`src/rtl/pipe_ctrl.sv`:
```
// Pipeline control: stall bus from per-stage requests, flush/redirect FSM, stall accounting.
// Optional stall watchdog enabled by defining PIPE_CTRL_STALL_WDT_EN.
module pipe_ctrl #(
    parameter int unsigned NUM_STAGES   = 5,
    parameter int unsigned FLUSH_CYCLES = 1,
    parameter int unsigned CNT_W        = 16,
    parameter int unsigned WDT_LIMIT    = 1023
) (
    input  logic                  clk,
    input  logic                  resetn,
    input  logic [NUM_STAGES-1:0] stallreq,
    input  logic                  flush_req,
    input  logic [31:0]           flush_pc,
    output logic [NUM_STAGES:0]   stall,
    output logic [NUM_STAGES:0]   flush,
    output logic                  redirect_valid,
    output logic [31:0]           redirect_pc,
    output logic                  busy,
    output logic [CNT_W-1:0]      stall_cnt,
    output logic                  wdt_timeout
);

    localparam int unsigned HOLD_W = 4;

    typedef enum logic [1:0] {
        ST_IDLE     = 2'd0,
        ST_FLUSH    = 2'd1,
        ST_REDIRECT = 2'd2
    } state_t;

    if (FLUSH_CYCLES < 1 || FLUSH_CYCLES > 15) begin : g_bad_flush_cycles
        $error("pipe_ctrl: FLUSH_CYCLES must be within 1..15");
    end
    if (WDT_LIMIT < 1) begin : g_bad_wdt_limit
        $error("pipe_ctrl: WDT_LIMIT must be at least 1");
    end

    state_t                r_state;
    state_t                w_state_nxt;
    logic [HOLD_W-1:0]     r_hold_cnt;
    logic [HOLD_W-1:0]     w_hold_nxt;
    logic                  w_capture;
    logic [31:0]           r_redirect_pc;
    logic [CNT_W-1:0]      r_stall_cnt;
    logic [NUM_STAGES:0]   w_stall_req;
    logic                  w_any;
    logic                  w_stall_cycle;
    logic                  w_wdt;

    // Stage k holding also holds every older stage and the PC.
    always_comb begin
        w_stall_req = '0;
        w_any       = 1'b0;
        for (int i = NUM_STAGES - 1; i >= 0; i--) begin
            w_any              = w_any | stallreq[i];
            w_stall_req[i + 1] = w_any;
        end
        w_stall_req[0] = w_any;
    end

    assign w_stall_cycle = (r_state == ST_IDLE) && w_stall_req[0];

    always_ff @(posedge clk or negedge resetn) begin
        if (!resetn) begin
            r_state       <= ST_IDLE;
            r_hold_cnt    <= '0;
            r_redirect_pc <= '0;
        end else begin
            r_state    <= w_state_nxt;
            r_hold_cnt <= w_hold_nxt;
            if (w_capture) begin
                r_redirect_pc <= flush_pc;
            end
        end
    end

    // A new flush request always wins, restarting the flush from any state.
    always_comb begin
        w_state_nxt    = r_state;
        w_hold_nxt     = r_hold_cnt;
        w_capture      = 1'b0;
        stall          = '0;
        flush          = '0;
        redirect_valid = 1'b0;
        busy           = 1'b0;
        if (flush_req) begin
            w_state_nxt = ST_FLUSH;
            w_hold_nxt  = HOLD_W'(FLUSH_CYCLES - 1);
            w_capture   = 1'b1;
        end else begin
            case (r_state)
                ST_IDLE:     w_state_nxt = ST_IDLE;
                ST_FLUSH: begin
                    if (r_hold_cnt == '0) begin
                        w_state_nxt = ST_REDIRECT;
                    end else begin
                        w_hold_nxt = r_hold_cnt - HOLD_W'(1);
                    end
                end
                ST_REDIRECT: w_state_nxt = ST_IDLE;
                default:     w_state_nxt = ST_IDLE;
            endcase
        end
        case (r_state)
            ST_IDLE: begin
                stall = w_wdt ? '0 : w_stall_req;
            end
            ST_FLUSH: begin
                flush = '1;
                busy  = 1'b1;
            end
            ST_REDIRECT: begin
                flush[0]       = 1'b1;
                busy           = 1'b1;
                redirect_valid = !flush_req;
            end
            default: begin
                busy = 1'b0;
            end
        endcase
    end

    // Counts requested stall cycles, so it keeps running while the watchdog masks stall.
    always_ff @(posedge clk or negedge resetn) begin
        if (!resetn) begin
            r_stall_cnt <= '0;
        end else if (w_stall_cycle && (r_stall_cnt != '1)) begin
            r_stall_cnt <= r_stall_cnt + CNT_W'(1);
        end
    end

`ifdef PIPE_CTRL_STALL_WDT_EN
    localparam int unsigned WDT_W = $clog2(WDT_LIMIT + 1);

    logic [WDT_W-1:0] r_wdt_cnt;
    logic             r_wdt;

    // Consecutive-stall watchdog; the flag is sticky until reset.
    always_ff @(posedge clk or negedge resetn) begin
        if (!resetn) begin
            r_wdt_cnt <= '0;
            r_wdt     <= 1'b0;
        end else if (!w_stall_cycle) begin
            r_wdt_cnt <= '0;
        end else if (!r_wdt) begin
            r_wdt_cnt <= r_wdt_cnt + WDT_W'(1);
            if (r_wdt_cnt == WDT_W'(WDT_LIMIT - 1)) begin
                r_wdt <= 1'b1;
            end
        end
    end

    assign w_wdt       = r_wdt;
    assign wdt_timeout = r_wdt;
`else
    assign w_wdt       = 1'b0;
    assign wdt_timeout = 1'b0;
`endif

    assign redirect_pc = r_redirect_pc;
    assign stall_cnt   = r_stall_cnt;

endmodule
```
`config.mk`:
```
export PLATFORM = sky130hd
export DESIGN_NAME = pipe_ctrl
export DESIGN_NICKNAME = d
export VERILOG_FILES = /design/src/rtl/pipe_ctrl.sv
export SDC_FILE = /design/constraint.sdc
export NUM_CORES = 1
export LEC_CHECK = 0
export ABC_AREA = 1
export BUFFER_PORTS_ARGS = -buffer_cell sky130_fd_sc_hd__buf_2
export CAP_MARGIN = 0
export CORE_ASPECT_RATIO = 1.75
export CORE_MARGIN = 10
export CORE_UTILIZATION = 49
export DETAILED_ROUTE_END_ITERATION = 16
export HOLD_SLACK_MARGIN = 0.12
export PLACE_DENSITY = 0.76
export SLEW_MARGIN = 20
export SYNTH_ARGS = -nofsm -noshare
export SYNTH_HDL_FRONTEND = slang
export SYNTH_SLANG_ARGS = --single-unit
```
`constraint.sdc`:
```
create_clock -name clk -period 1.8 [get_ports clk]
set_input_delay 0.09 -clock clk [delete_from_list [all_inputs] [get_ports clk]]
set_output_delay 0.09 -clock clk [all_outputs]
set_load 0.01 [all_outputs]
```
==> qor.log <==
qor: grt.antenna_found_initial 0
qor: synth.yosys_most_used_dff sky130_fd_sc_hd__dfrtp_1
qor: timing.hold_ws 0.289 ns
qor: cells_and_area.fin_cells 551
qor: grt.grt_remaining_overflow 0
qor: timing.rsz0062_at_grt no
qor: detailed_routing.first_iter_violations 148
qor: floorplan.ioPinCount 103
qor: pwr.vdd.ir_drop.worst 0.652 mV
qor: synth.yosys.area_share.simple 34.0%
qor: floorplan.fp.dieH 118 µm
qor: detailed_routing.ant_nets 0
qor: synth.synth-edff-count 0
qor: timing.report.final.slew_viol_count 0
qor: grt.groute.usage.overall 17.0%
qor: grt.first_global_vias 2742
qor: timing.worst_slew_pin_slew 0.751 ns
qor: synth.post_synth.cell_area_avg 7.77 µm²
qor: detailed_routing.drt-wirelength-per-cell 14.0 µm
qor: synth.synthAdderAreaFrac 2.78%
qor: timing.maxSlewHeadroom 49.6%
qor: grt.grt_max_degree 36
qor: timing.worst_clock_skew 0.00687 ns
qor: outcome.outcome finished clean
qor: clock_network.cts-buffers-inserted 5
qor: detailed_routing.drt_pre_antenna_iters 4
qor: detailed_routing.routed-via-count 2620
qor: synth.synth-compound-area-share 3.29%
qor: synth.synth.area.top_cells sky130_fd_sc_hd__dfrtp_1 (50%), sky130_fd_sc_hd__nand2_1 (24%), sky130_fd_sc_hd__inv_1 (3.9%), sky130_fd_sc_hd__ha_1 (2.8%), sky130_fd_sc_hd__nand3_1 (2.6%)
qor: detailed_routing.avgViaCountPerCell 4.75
qor: floorplan.die_width 76.1 µm
qor: min_path.hold_class primary input to asynchronous set/reset pin
qor: synth.synthCells 347
qor: timing.final.period_utilization 87.3%
qor: cells_and_area.area_growth_syn_to_layout 35.6%
qor: floorplan.fp.coreArea 5300 µm²
qor: clock_network.number_of_hold_repair_buffers_added_at_the_cts_stage 33
qor: worst_setup_path.critPathRequiredTime 1.99 ns
qor: job.max_cap_violations 0
qor: timing.post-route-min-period 1.57 ns
qor: cells_and_area.seqCellArea 1350 µm²
qor: place.dp.final_hpwl 5380 µm
qor: cells_and_area.layout-drive-gt1-share 26.8%
qor: floorplan.floorplan.die_area 8990 µm²
qor: place.detailed_place.area 3230 µm²
qor: synth.number_of_synthesis_warnings 0
qor: synth.mappedNetlistArea 2700 µm²
qor: clock_network.clock_sinks 54
qor: clock_network.clk-insertion-delay-late 0.30 ns
qor: detailed_routing.routed_wl 7730 µm
qor: pwr.power.leakage 2.06 nW
qor: clock_network.cts.repair.resized 0
qor: timing.total_negative_slack_for_setup_checks 0 ns
qor: synth.post_synth_mux_area_share 0%
qor: worst_setup_path.cp.arrival 1.76 ns
qor: synth.yosysTopAreaCell sky130_fd_sc_hd__dfrtp_1
qor: synth.yosys.cell_types.count 25
qor: synth.yosys_register_bits 54
qor: cells_and_area.fillers 442
qor: clock_network.tritoncts_clock_tree built
qor: detailed_routing.drc 0
qor: cells_and_area.postLayoutCellArea 3660 µm²
qor: worst_setup_path.setup.worst_path.class flip-flop to flip-flop
qor: floorplan.placementRows 35
qor: synth.yosysSeqAreaShare 50.1%
qor: clock_network.clock_root_cell sky130_fd_sc_hd__clkbuf_8
qor: timing.setup_viol 0
qor: worst_setup_path.ff2ff_setup_slack 0.23 ns
qor: cells_and_area.antenna_cells_inserted 0
qor: floorplan.initial_cell_density_of_the_core 50.9%
qor: synth.synth.net_count 393
qor: clock_network.h-tree-depth 2
qor: timing.maxClockFrequency 636 MHz
qor: place.numPortBuffers 101
qor: synth.post_synth_xor_area_fraction 1.30%
qor: worst_setup_path.end_kind flip-flop
qor: worst_setup_path.cp_max_fo 10
qor: pwr.power.total 0.00357 W
qor: clock_network.max-clock-path-buffers 2
qor: synth.yosysTopAreaCellShare 50.1%
qor: clock_network.clk_pin_slew_worst_paths 0.10 ns
qor: pwr.power_density 977 nW/µm²
qor: cells_and_area.design.final.nets 522
qor: clock_network.postCtsSetupBuffers 0
qor: synth.synth-async-reset-ratio 100%
qor: timing.hold_viol 0
qor: worst_setup_path.startpoint_type flip-flop
qor: place.placedCellCount 510
qor: grt.global_route_wire_length_before_repair 13000 µm
qor: synth.synth_top_family_by_area simple AND/OR/NAND/NOR gates
qor: cells_and_area.multi_input_gate_area 1120 µm²
qor: place.routabilityCongestion 0.797
==> registers in the layout, summed over array words and instances (netlist names) <==
| register | cells |
|---|---|
| redirect_pc | 32 |
| r_state | 2 |
| stall_cnt | 16 |
| r_hold_cnt | 4 |
==> metal layers <==
metal	part of all wire, %	global-route usage, %	vias to the layer above	wire [µm]
met1	38	17.5	1206	2910
met3	8.6	6.22	11	664
li1	-	-	1298	-
met2	52	31.2	105	4040
met4	1.5	5.02	0	116
met5	0	0	-	0
==> Yosys cell counts, drive strengths merged (3+ instances only) <==
cell / instances
nand2: 176
dfrtp: 54
inv: 29
nor2: 23
nand3: 14
buf: 12
o21ai: 11
ha: 6
clkbuf: 5
nand4: 4
xor2: 4
a21oi: 3
==> stage by stage <==
| step | utilization (%) | setup WS [ns] |
|---|---|---|
| 3_3_place_gp | 61.0 | 0.302 |
| 5_1_grt | 69.0 | 0.0742 |
| 3_5_place_dp | 61.0 | 0.249 |
| 6_report | 69.0 | 0.228 |
| 4_1_cts | 69.0 | 0.215 |
| 2_1_floorplan | - | 0.340 |
==> layout by cell type (no fill, tap or decap), types with 2 or more instances in the layout <==
master and count:
sky130_fd_sc_hd__nand2_1 174, sky130_fd_sc_hd__buf_2 101, sky130_fd_sc_hd__dfrtp_1 54, sky130_fd_sc_hd__dlygate4sd3_1 33, sky130_fd_sc_hd__inv_1 28, sky130_fd_sc_hd__nor2_1 17, sky130_fd_sc_hd__nand3_1 14, sky130_fd_sc_hd__o21ai_0 6
sky130_fd_sc_hd__ha_1 6, sky130_fd_sc_hd__clkbuf_8 6, sky130_fd_sc_hd__o21ai_2 5, sky130_fd_sc_hd__nand4_1 4, sky130_fd_sc_hd__nor2_4 4, sky130_fd_sc_hd__xor2_1 4, sky130_fd_sc_hd__buf_4 4, sky130_fd_sc_hd__a21oi_1 3
sky130_fd_sc_hd__nand2_4 2, sky130_fd_sc_hd__nor2_2 2, sky130_fd_sc_hd__nor3_1 2
==> report_power, final <==
| part | internal [W] | switching, W | total [W] | leakage [nW] |
|---|---|---|---|---|
| Combinational | 0.000527 | 0.000790 | 0.00132 | 1.33 |
| Clock | 0.000319 | 0.000397 | 0.000715 | 0.0489 |
| Sequential | 0.00139 | 0.000146 | 0.00154 | 0.685 |
| Total | 0.00224 | 0.00133 | 0.00357 | 2.06 |
==> logic make-up (layout without fill, tap and decap cells) <==
kind of cell	Yosys count	count (layout)
DFF	54	54
AOI/OAI and AO/OA	14	14
adders and majority gates	6	6
buffers and inverters	47	177
other	1	1
and+or+nand+nor	221	221
xor gates and xnor gates	4	4
==> area by class of cell <==
type | count | share of cell area (%)
repair buffers | 139 | 24.2
clock buffers | 7 | 2.36
clock inverters | 1 | 0.240
flip-flops and latches | 54 | 37.0
well taps | 74 | 2.53
inverters | 30 | 3.08
multi-input cells | 246 | 30.6
==> critical path, stage by stage, from the launching register on <==
cell                      delay, ns
sky130_fd_sc_hd__dfrtp_1       0.42
sky130_fd_sc_hd__ha_1          0.22
sky130_fd_sc_hd__nand2_1       0.11
sky130_fd_sc_hd__nor2_4        0.15
sky130_fd_sc_hd__nand2_4       0.09
sky130_fd_sc_hd__nor2_4        0.12
sky130_fd_sc_hd__nor2_4        0.05
sky130_fd_sc_hd__buf_4         0.17
sky130_fd_sc_hd__nand3_1       0.07
sky130_fd_sc_hd__nand2_1       0.06
==> worst paths after layout <==
path	startpoint	to	cells past startpoint
worst max-delay path	stall_cnt[0]	stall_cnt[9]	9
worst min-delay path	resetn	redirect_pc[27]	2
min in group clk	flush_req	redirect_pc[5]	4
worst max register to register	stall_cnt[0]	stall_cnt[9]	9
max in group asynchronous	resetn	r_hold_cnt[2]	3
worst min register to register	redirect_pc[26]	redirect_pc[26]	2
(Power assumes the default switching activity.)
